$ cat src/rtl/shift_reg_piso_tx.sv
// Parallel-in serial-out transmitter: accepts a WIDTH-bit word per valid/ready
// handshake and shifts it out one bit per clock with frame and last-bit strobes.
module shift_reg_piso_tx #(
  parameter int unsigned WIDTH     = 10,
  parameter bit          LSB_FIRST = 1'b0
) (
  input  logic             clk,
  input  logic             reset_n,
  input  logic [WIDTH-1:0] in_data,
  input  logic             in_valid,
  output logic             in_ready,
  output logic             ser_out,
  output logic             ser_frame,
  output logic             ser_last
);

  localparam int unsigned CW = $clog2(WIDTH);

  typedef enum logic {
    IDLE  = 1'b0,
    SHIFT = 1'b1
  } state_e;

  state_e           state_q, state_d;
  logic [WIDTH-1:0] shreg_q, shreg_d;
  logic [CW-1:0]    cnt_q, cnt_d;
  logic             ser_out_q, ser_out_d;
  logic             ser_frame_q, ser_frame_d;
  logic             ser_last_q, ser_last_d;
  logic             accept;

  // Ready depends only on registered state so in_valid never loops back into it.
  assign in_ready = (state_q == IDLE) || ((state_q == SHIFT) && ser_last_q);
  assign accept   = in_valid && in_ready;

  always_ff @(posedge clk or negedge reset_n) begin
    if (!reset_n) begin
      state_q     <= IDLE;
      shreg_q     <= '0;
      cnt_q       <= '0;
      ser_out_q   <= 1'b0;
      ser_frame_q <= 1'b0;
      ser_last_q  <= 1'b0;
    end else begin
      state_q     <= state_d;
      shreg_q     <= shreg_d;
      cnt_q       <= cnt_d;
      ser_out_q   <= ser_out_d;
      ser_frame_q <= ser_frame_d;
      ser_last_q  <= ser_last_d;
    end
  end

  always_comb begin
    state_d     = state_q;
    shreg_d     = shreg_q;
    cnt_d       = cnt_q;
    ser_out_d   = 1'b0;
    ser_frame_d = 1'b0;
    ser_last_d  = 1'b0;

    if (accept) begin
      // First bit is presented straight from the incoming word.
      state_d     = SHIFT;
      shreg_d     = in_data;
      cnt_d       = '0;
      ser_out_d   = LSB_FIRST ? in_data[0] : in_data[WIDTH-1];
      ser_frame_d = 1'b1;
    end else if ((state_q == SHIFT) && !ser_last_q) begin
      cnt_d       = cnt_q + CW'(1);
      shreg_d     = LSB_FIRST ? (shreg_q >> 1) : (shreg_q << 1);
      ser_out_d   = LSB_FIRST ? shreg_q[1] : shreg_q[WIDTH-2];
      ser_frame_d = 1'b1;
      ser_last_d  = (cnt_d == CW'(WIDTH - 1));
    end else if (state_q == SHIFT) begin
      state_d = IDLE;
      cnt_d   = '0;
      shreg_d = '0;
    end
  end

  assign ser_out   = ser_out_q;
  assign ser_frame = ser_frame_q;
  assign ser_last  = ser_last_q;

endmodule
$ cat config.mk
export PLATFORM = sky130hd
export DESIGN_NAME = shift_reg_piso_tx
export DESIGN_NICKNAME = d
export VERILOG_FILES = /design/src/rtl/shift_reg_piso_tx.sv
export SDC_FILE = /design/constraint.sdc
export NUM_CORES = 1
export LEC_CHECK = 0
export CAP_MARGIN = 25
export CORE_MARGIN = 3
export CORE_UTILIZATION = 44
export CTS_BUF_LIST = sky130_fd_sc_hd__clkbuf_4 sky130_fd_sc_hd__clkbuf_8 sky130_fd_sc_hd__clkbuf_16
export CTS_CLUSTER_DIAMETER = 80
export CTS_CLUSTER_SIZE = 30
export DETAILED_ROUTE_END_ITERATION = 10
export PLACE_DENSITY = 0.8
export SLEW_MARGIN = 0
export SYNTH_ARGS = -nofsm -noshare
export SYNTH_HDL_FRONTEND = slang
export SYNTH_SLANG_ARGS = --single-unit
$ cat constraint.sdc
create_clock -name clk -period 1.15 [get_ports clk]
set_clock_uncertainty 0.05 [all_clocks]
set_input_delay 0.115 -clock clk [delete_from_list [all_inputs] [get_ports clk]]
set_output_delay 0.115 -clock clk [all_outputs]
set_load 0.05 [all_outputs]
# [Word level (Yosys, flattened, before mapping)]
# Cells that the tools add are included.
[word_totals] input_bits=13 out_inout_bits=4 elab_cells=30 reg_bits=17
[op_classes] mux=14 add_sub_neg=1 bitwise=1 n_reduce_logical=6 eq_ne=2
[ops] cell="9-bit 2-to-1 mux" n=3
[ops] cell="4-bit 2-to-1 mux" n=3
[ops] cell="1-bit 2-to-1 mux" n=8
[ops] cell="4-bit by 1-bit adder with 4-bit output, second input constant" n=1
[ops] cell="4-bit == test, second input constant" n=1
[ops] cell="1-bit logical AND" n=3
[ops] cell="3-bit nonzero test" n=1
[ops] cell="2-bit != test, second input constant" n=1
[ops] cell="1-bit zero test" n=1
[ops] cell="1-bit logical OR" n=1
[ops] cell="1-bit inverter" n=1

# [Depth between registers and ports, before layout]
# Gate-level depths: netlist of the first run.
[logic_depth] ltp_word=4 depth_mapped=5 mapped_depth_nobuf=4

# [Least setup slack after synthesis of the first run]
# OpenSTA, ideal clock, no wires.
[synth_path] path_type="reg2reg" start="register ser_last_q, in the netlist ser_last" end="register ser_last_q, in the netlist ser_last" path_stages_with_launch=6 t_required_ns=1.027 t_arrival_ns=1.574 path_buffers=1 setup_time_ns=0.073 synth_period_minus_slack_ns=1.697 slack_ns=-0.547 cell_sequence="dfrtp_1 buf_6 nor2b_4 inv_2 or3_4 a21oi_2"
[synth_between] elab_chain_cells=4 elab_cells_between_ends=7 cone_classes="mux: 2; reduce/logical: 5"
[synth_rtl] element="from (decl)" line="29" text="logic ser_last_q, ser_last_d;"
[synth_rtl] element="from (signal assigned)" line="50" text="ser_last_q <= ser_last_d;"
[synth_rtl] element="1-bit logical AND" line="33" text="assign in_ready = (state_q == IDLE) || ((state_q == SHIFT) && ser_last_q);"
[synth_rtl] element="1-bit logical OR" line="33"
[synth_rtl] element="via in_ready" line="11" text="output logic in_ready,"
[synth_rtl] element="1-bit logical AND" line="34" text="assign accept = in_valid && in_ready;"
[synth_rtl] element="1-bit 2-to-1 mux" line="62" text="if (accept) begin"
[synth_rtl] element="via ser_last_d" line="29"
# The timed path passes the listed nets, and every way through them passes these cells.
# A chain may end at the register's enable or synchronous reset.

# [Worst setup path after layout of the first run]
[layout_path] start="register ser_last_q, in the netlist ser_last" end="output in_ready"
[layout_between] elab_chain_cells=2
[layout_rtl] element="1-bit logical AND" line="33"
[layout_rtl] element="1-bit logical OR" line="33"
[layout_rtl] element="to (decl)" line="11"
# Every way passes these cells.

==> metrics, run 1 <==
final instance area=1180 sq um; reg2reg start=ser_last$_DFF_PN0_; Final Hold Viols=0; DR pass1 iterations=4; Critical Path End=in_ready; Mapped Nets=91; Multi-input gate area=393 sq um; Yosys reg bits=17; sw frac=38.8%; Int Pwr=0.00165 W; CTS Sinks=17; vias after detailed routing=637; Iteration-0 DRC Markers=8; Port Buf Inserts=16; post-synth cell types=22; Area Overhead vs Synth=41.6%; Die H=49.5 um; synthesized area=833 sq um; DR DRC count=0; top post-synthesis cells by area=dfrtp_1, mux2i_1, a32oi_1; vias per inst=5.18; outcome=finished, violations left; R2R Path End=ser_last$_DFF_PN0_; setup violators final=5; post-DP HPWL=1140 um; Max FO, Critical Path=2; worst-path cell with the longest stage delay=dfrtp_2; Total Routing Usage GR=15.2%; Min-Delay Path Class=in2async; crit share post-route=115%; Post-synth EDFFs=0; CP arrival=1.16 ns; Filler cells=148; peak supply drop=1.39 mV; Synth Warn #=0; DIE AREA=2450 sq um; TritonCTS clock tree=done; nets=114; Rel. slew slack=85.2%; Switch Pwr=0.00105 W; Worst Setup SP=ser_last$_DFF_PN0_; Async SR Flop Fraction=100%; Max Transition Viols Final=0; Total Power=0.00269 W; setup ws final=-0.178 ns; Ports=17; row count=15; total wire length=1660 um; Seq pwr share=36.3%; n_diodes=0; H-tree depth=1; minimum clock period after layout=1.33 ns; critical path class=reg2out; first-pass GRT wire length=2890 um; crit path launch type=flop; FF-to-FF setup slack=-0.09 ns; Reg2Reg Depth=4; total CTS buffers=3; Routed Antenna Nets=0; Synth top area share=51.1%; routed len/inst=13.5 um; clock slew at reported path FFs=0.10 ns; Worst setup EP type=output port; Clock Power Share=11.9%; sequential share of the synthesized area=51.1%; CP cell instances=nor2b_4, inv_4, buf_6, buf_8; setup TNS=-0.489 ns; Die X=49.5 um; hold_ws=0.0797 ns; core area=1760 sq um; Worst-Margin Slew=0.222 ns; syn avg cell area=11.0 sq um; pin count of the biggest net entering global routing=24; maxcap violations=0; Leak=0.524 nW; failing checks=setup timing; vias in the first global route=670; combinational power share=51.8%; share of cells above drive strength 1=28.6%; FF+latch area=428 sq um; pwr dens=2280 nW/um^2; critical path required time=0.99 ns; fmax=753 MHz; biggest area consumer among synthesized cells=dfrtp_1; Max Root-Sink Buffers=2; gr ovfl total=0; RSZ-0062 raised after global routing=yes; initial core utilization=47.2%; root buffer cell=clkbuf_4; crit-path max cell delay=0.44 ns; Synth Instances=76; Area after DPL=1080 sq um; initial antenna violation count=0; routability cong.=0.741; top_reg_cell synth=dfrtp_1; clock latency on the worst-skew pair=0.29 ns
how the worst min path moves through the flow:
stage | endpoint | slack, ns | cells past startpoint
2_1_floorplan | cnt_q[0]$_DFFE_PN0P_ | -0.23 | 0
3_3_place_gp | shreg_q[5]$_DFFE_PN0P_ | 0.41 | 2
3_5_place_dp | shreg_q[5]$_DFFE_PN0P_ | 0.41 | 2
4_1_cts | shreg_q[5]$_DFFE_PN0P_ | 0.08 | 2
5_1_grt | shreg_q[5]$_DFFE_PN0P_ | 0.10 | 2
6_report | shreg_q[5]$_DFFE_PN0P_ | 0.08 | 2
cell usage in the layout, fill, tap and decap left out, types with 2 or more instances in the layout:
cell	instances
a32oi_1	6
clkdlybuf4s50_1	12
buf_4	5
dfrtp_2	2
o21ai_1	9
buf_12	4
clkbuf_4	3
mux2i_1	9
a32oi_2	2
dfrtp_1	15
nand2_1	4
inv_1	4
nand3_1	4
buf_8	2
nand2b_1	2
area by class of cell:
type                       instances  area share, %
clock buffer                       3           1.91
clock inverter                     1          0.424
inverter                           5           1.80
multi-input combinational         48           33.3
sequential                        17           36.3
tap                               25           2.65
timing repair buffer              24           23.6
power by group through the flow:
stage | sequential, W | clock (W) | combinational (W)
after floorplan | 0.00104 | 0 | 0.000660
after global placement | 0.000959 | 0 | 0.00114
after detailed placement | 0.000969 | 0 | 0.00118
after CTS | 0.000958 | 0.000331 | 0.00126
after global routing | 0.00101 | 0.000352 | 0.00152
final | 0.000977 | 0.000320 | 0.00139
critical path, delay by kind of cell, from the launching register on:
kind,cells,cell delay (ns)
buf+inv,3,0.29
flops,1,0.44
simple gates,1,0.15
cell usage after synthesis, drive strengths merged, types with 2 or more instances:
library cell,n
ha,2
clkbuf,3
buf,3
nand3,4
inv,5
o21ai,11
mux2i,9
dfrtp,17
a32oi,8
nand2b,2
a21oi,2
nand2,4
layer usage:
| metal | GRT usage [%] | share of wire, % |
|---|---|---|
| met4 | 6.91 | 0.60 |
| met1 | 19.5 | 46 |
| met3 | 3.02 | 3.2 |
| met5 | 0 | 0 |
| met2 | 24.4 | 50 |
kinds of logic (layout without fill, tap and decap cells):
| logic type | Yosys count | in the layout | share of synthesized area, % |
|---|---|---|---|
| compound gates | 23 | 23 | 18.8 |
| flops | 17 | 17 | 51.1 |
| simple gates | 13 | 13 | 9.16 |
| buf+inv | 11 | 33 | 6.16 |
| mux | 9 | 9 | 10.8 |
| fa+ha+maj | 2 | 2 | 3.00 |
| xor+xnor | 1 | 1 | 1.05 |
what timing repair did:
action | in CTS | in global routing
resized for setup | 4 | 17
pin swaps | 2 | 4
endpoints found under the setup margin | 4 | 13
hold buffers | 0 | 0
setup buffers | 1 | 1
through the flow:
stage               cells  util, %  setup WS [ns]
floorplan              76        -         -0.415
global placement      117     61.3        -0.0982
detailed placement    117     61.3         -0.141
CTS                   122     63.9         -0.190
global route          123     66.9         -0.219
finish                123     66.9         -0.178
state kept, by name, indices dropped and copies added (netlist names):
name and cells:
state_q 1, ser_frame 1, ser_out 1, shreg_q 9
cnt_q 4, ser_last 1
Power figures use the tool's default switching activity.
==> inputs of run 2 (changes only) <==
--- a/config.mk
+++ b/config.mk
@@ -5,14 +5,15 @@
 export SDC_FILE = /design/constraint.sdc
 export NUM_CORES = 1
 export LEC_CHECK = 0
+export ABC_AREA = 1
 export CAP_MARGIN = 25
-export CORE_MARGIN = 3
-export CORE_UTILIZATION = 44
+export CORE_MARGIN = 2
+export CORE_UTILIZATION = 43
 export CTS_BUF_LIST = sky130_fd_sc_hd__clkbuf_4 sky130_fd_sc_hd__clkbuf_8 sky130_fd_sc_hd__clkbuf_16
 export CTS_CLUSTER_DIAMETER = 80
 export CTS_CLUSTER_SIZE = 30
 export DETAILED_ROUTE_END_ITERATION = 10
-export PLACE_DENSITY = 0.8
+export PLACE_DENSITY = 0.79
 export SLEW_MARGIN = 0
 export SYNTH_ARGS = -nofsm -noshare
 export SYNTH_HDL_FRONTEND = slang
==> run 2 against run 1 <==
  * The run still ends with setup timing left
  * Via count is 0.47% higher
  * Non-clock buffer count up 2
  * Die area shrank 10%
  * Sequential share of layout area is 0.92 points higher
==> metrics, run 2 <==
top post-synthesis cells by area=dfrtp_1, nand2_1, nand3_2; Routed Antenna Nets=0; Mapped Nets=99; total CTS buffers=3; fmax=843 MHz; RSZ-0062 raised after global routing=yes; Total Power=0.00279 W; Filler cells=146; met1 Usage GRT=20.6%; Synth Warn #=0; grt met2 use=23.6%; routability cong.=0.818; maxcap violations=0; root buffer cell=clkbuf_4; Iteration-0 DRC Markers=11; Rel. slew slack=85.1%; Synth top area share=53.8%; crit share post-route=103%; CP arrival=1.02 ns; initial core utilization=45.8%; CP cell instances=inv_2, nor2_4, inv_2, buf_8; Worst-Margin Slew=0.223 ns; routed len/inst=10.7 um; syn avg cell area=9.41 sq um; Die H=46.9 um; reg2reg start=state_q$_DFFE_PN0P_; Max Root-Sink Buffers=2; minimum clock period after layout=1.19 ns; Largest Register=shreg_q; # hold bufs at CTS=0; Port Buf Inserts=16; n_diodes=0; met3 usage=3.85%; Worst Setup SP=state_q$_DFFE_PN0P_; utilization after layout=66.4%; initial antenna violation count=0; peak supply drop=1.18 mV; core area=1730 sq um; crit path launch type=flop; pin count of the biggest net entering global routing=18; most frequent cells in the layout=nand2_1, dfrtp_1, clkdlybuf4s50_1, nand3_2, buf_4; setup violators final=2; biggest area consumer among synthesized cells=dfrtp_1; top_reg_cell synth=dfrtp_1; Leak=0.586 nW; clock latency on the worst-skew pair=0.29 ns; vias per inst=4.64; Ports=17; CP delay by family, top=flip-flops; GRT busiest layer=met2; vias after detailed routing=640; most frequent cell after synthesis=nand2_1; Max Transition Viols Final=0; sequential share of the synthesized area=53.8%; synth cell count leaders=nand2_1, dfrtp_1, nand3_2; Final Hold Viols=0; clock slew at reported path FFs=0.10 ns; Area after DPL=1020 sq um; crit-path max cell delay=0.37 ns; CTS Sinks=17; Worst path most repeated cell=inv_2; CP bufs+invs=3; critical path class=reg2out; failing checks=setup timing; commonest non-fill, non-tap cell in the layout=nand2_1; critical path required time=0.99 ns; post-DP HPWL=997 um; Die X=46.9 um; nets=129; Largest regs=shreg_q (9), cnt_q (4); Yosys reg bits=17; total wire length=1470 um; Async SR Flop Fraction=100%; Total Routing Usage GR=15.8%; setup TNS=-0.0443 ns; DIE AREA=2200 sq um; worst-path cell with the longest stage delay=dfrtp_1; first-pass GRT wire length=2370 um; gr ovfl total=0; row count=15; Post-synth EDFFs=0; TritonCTS clock tree=done; DR pass1 iterations=4; max reg flops=9; setup ws final=-0.0358 ns; synthesized area=791 sq um; Area Overhead vs Synth=45.1%; Synth Instances=84; outcome=finished, violations left; share of cells above drive strength 1=31.0%; DR DRC count=0; Worst setup EP type=output port; pwr dens=2440 nW/um^2; post-synth cell types=16; Max FO, Critical Path=2; final instance area=1150 sq um; H-tree depth=1; Min-Delay Path Class=in2async; vias in the first global route=577
## run 2: power breakdown
part | internal (W) | switching, W
clock network | 0.000158 | 0.000179
logic | 0.000726 | 0.000772
registers | 0.000805 | 0.000153
## run 2: worst paths after layout
path | cells past startpoint | slack [ns] | endpoint
max reg2reg | 6 | 0.05 | shreg_q[2]$_DFFE_PN0P_
max | 4 | -0.04 | in_ready
max in group asynchronous | 2 | 0.75 | ser_last$_DFF_PN0_
min reg2reg | 2 | 0.45 | shreg_q[0]$_DFFE_PN0P_
min | 2 | 0.09 | state_q$_DFFE_PN0P_
min in group clk | 3 | 0.31 | ser_out$_DFF_PN0_
## run 2: layout make-up
| type | instances | area, sq um | area share [%] |
|---|---|---|---|
| clock buffer | 4 | 30.0 | 2.62 |
| inverter | 6 | 22.5 | 1.96 |
| multi-input combinational | 60 | 350 | 30.5 |
| sequential | 17 | 427 | 37.2 |
| tap | 25 | 31.3 | 2.73 |
| timing repair buffer | 26 | 287 | 25.0 |
## run 2: kinds of logic after synthesis
| logic type | Yosys count | synth area share [%] |
|---|---|---|
| buffers and inverters | 8 | 5.22 |
| and+or+nand+nor | 53 | 34.3 |
| AOI/OAI and AO/OA | 3 | 2.37 |
| xor gates and xnor gates | 1 | 1.11 |
| adders and majority gates | 2 | 3.16 |
| DFF | 17 | 53.8 |
## run 2: routing by layer
layer | up-vias | routed length [um]
met5 | - | 0
met1 | 297 | 673
met4 | 0 | 30
met2 | 15 | 710
met3 | 4 | 58
li1 | 324 | -
## run 2: stage by stage
stage	std cells	hold slack, ns	setup WS [ns]
global route	138	0.0836	-0.0950
global placement	127	0.409	-0.141
CTS	136	0.0839	-0.0345
detailed placement	127	0.407	-0.176
floorplan	84	-0.231	0.00303
finish	138	0.0884	-0.0358
## run 2: what timing repair did
item / CTS / global route
hold endpoints to repair: 0 / 0
pin swaps: 2 / 2
setup buffers: 4 / 2
endpoints found under the setup margin: 11 / 17
cloned: 1 / 0
resized for setup: 3 / 4
==> inputs of run 3 (changes only) <==
--- a/config.mk
+++ b/config.mk
@@ -7,13 +7,14 @@
 export LEC_CHECK = 0
 export ABC_AREA = 1
 export CAP_MARGIN = 25
-export CORE_MARGIN = 2
+export CORE_MARGIN = 1
 export CORE_UTILIZATION = 43
 export CTS_BUF_LIST = sky130_fd_sc_hd__clkbuf_4 sky130_fd_sc_hd__clkbuf_8 sky130_fd_sc_hd__clkbuf_16
 export CTS_CLUSTER_DIAMETER = 80
 export CTS_CLUSTER_SIZE = 30
 export DETAILED_ROUTE_END_ITERATION = 10
 export PLACE_DENSITY = 0.79
+export SETUP_SLACK_MARGIN = 0.3
 export SLEW_MARGIN = 0
 export SYNTH_ARGS = -nofsm -noshare
 export SYNTH_HDL_FRONTEND = slang
==> run 3 against run 2 <==
  * The flow still finishes with violations (setup timing)
  * Clock power up 1%
  * Worst hold slack improved by 0.0066 ns
  * Final cell count up 4.3%
  * Power rose by 12%
  * Worst setup slack got worse by 0.028 ns
  * Sequential share of layout area fell by 3.5 points
  * Register-to-register slack got worse by 0.10 ns
  * Critical path depth is the same
  * Largest power group unchanged
==> metrics, run 3 (synthesis gave the netlist of run 2 again) <==
initial core utilization=45.8%; WL met3=91 um; core area=1730 sq um; commonest non-fill, non-tap cell in the layout=nand2_1; setup violators final=13; Total Routing Usage GR=18.7%; TritonCTS clock tree=done; vias in the first global route=651; clock latency on the worst-skew pair=0.28 ns; CP bufs+invs=3; worst-path cell with the longest stage delay=dfrtp_1; Min-Delay Path Class=in2async; Ports=17; maxcap violations=0; CP delay by family, top=flip-flops; CP arrival=1.05 ns; Area after DPL=1030 sq um; Total Power=0.00314 W; met2 wire length=953 um; Worst setup EP type=output port; outcome=finished, violations left; initial antenna violation count=0; Iteration-0 DRC Markers=7; final instance area=1270 sq um; Metal-1 WL=724 um; Port Buf Inserts=16; Crit path depth=4; routability cong.=0.789; n_diodes=0; critical path class=reg2out; Max FO, Critical Path=2; CTS Sinks=17; Max Root-Sink Buffers=2; Max Transition Viols Final=0; row count=15; peak supply drop=1.46 mV; total CTS buffers=3; Filler cells=129; setup ws final=-0.0640 ns; pin count of the biggest net entering global routing=18; most frequent cells in the layout=nand2_1, dfrtp_1, clkdlybuf4s50_1, buf_4, nand2_2; CP cell instances=inv_2, nor2_4, inv_4, buf_8; crit path launch type=flop; Place WS=-0.149 ns; DR DRC count=0; pwr dens=2470 nW/um^2; Leak=0.676 nW; failing checks=setup timing; gr ovfl total=0; routed len/inst=12.5 um; Routed Antenna Nets=0; post-DP HPWL=1060 um; Reg2Reg Depth=6; setup TNS=-0.352 ns; max reg flops=9; critical path required time=0.99 ns; fmax=824 MHz; crit-path max cell delay=0.38 ns; first-pass GRT wire length=2700 um; minimum clock period after layout=1.21 ns; Worst Setup SP=state_q$_DFFE_PN0P_; reg2reg start=state_q$_DFFE_PN0P_; Die X=44.9 um; RSZ-0062 raised after global routing=yes; Top Metal Used=met4; Final Hold Viols=0; crit share post-route=106%; share of cells above drive strength 1=46.2%; Area Overhead vs Synth=60.3%; Largest Register=shreg_q; clock slew at reported path FFs=0.10 ns; DIE AREA=2010 sq um; Worst-Margin Slew=0.232 ns; total wire length=1800 um; Die H=44.9 um; vias per inst=4.74; DR pass1 iterations=4; utilization after layout=73.4%; nets=135; vias after detailed routing=683; Rel. slew slack=84.6%; Largest regs=shreg_q (9), cnt_q (4); root buffer cell=clkbuf_4; H-tree depth=1
run 3: changes by cell type in the layout (fill, tap and decap cells not counted):
cell       change
nand2_1       -13
nand2_2       +10
o21ai_1        -1
o21ai_2        +1
buf_4          +4
inv_2          -1
clkbuf_16      +1
nand2_4        +3
inv_4          +1
buf_6          +1
run 3: power by group:
part / internal, W / total [W] / switching [W]
combinational: 0.000902 / 0.00180 / 0.000894
clock: 0.000158 / 0.000341 / 0.000183
sequential: 0.000805 / 0.00100 / 0.000195
total: 0.00187 / 0.00314 / 0.00127
run 3: per-stage QoR:
step                instances  hold WS [ns]
floorplan                  84        -0.231
global placement          128         0.411
detailed placement        128         0.412
CTS                       140         0.102
global route              144         0.104
finish                    144        0.0949
run 3: per-layer routing:
| layer | vias up | GRT usage (%) |
|---|---|---|
| met5 | - | 0 |
| met4 | 0 | 7.27 |
| met3 | 6 | 3.60 |
| met2 | 24 | 31.8 |
| met1 | 317 | 23.6 |
| li1 | 336 | - |
run 3: worst register-to-register path, stage by stage (launching register included):
cell,delay [ns]
dfrtp_1,0.40
buf_4,0.14
buf_6,0.11
nor2_4,0.14
clkbuf_16,0.19
nand2_1,0.06
nand2_1,0.06
run 3: repair_timing:
action | 4_1_cts | 5_1_grt
buffers inserted | 7 | 3
cloned | 1 | 1
pin swaps | 4 | 5
hold buffers | 0 | 0
endpoints found under the setup margin | 21 | 21
gates resized for setup | 8 | 16
run 3: path summary, 6_finish.rpt:
| kind | to | slack (ns) |
|---|---|---|
| max | in_ready | -0.06 |
| min | cnt_q[3]$_DFFE_PN0P_ | 0.09 |
| max reg2reg | cnt_q[3]$_DFFE_PN0P_ | -0.05 |
| min reg2reg | shreg_q[0]$_DFFE_PN0P_ | 0.46 |
| max in group asynchronous | ser_last$_DFF_PN0_ | 0.75 |
| min in group clk | ser_out$_DFF_PN0_ | 0.31 |
run 3: layout make-up:
class                      count  area, sq um  share of cell area (%)
clock buffer                   4         30.0                    2.37
inverter                       6         25.0                    1.97
multi-input combinational     60          402                    31.7
sequential                    17          427                    33.7
tap                           25         31.3                    2.47
timing repair buffer          32          353                    27.8
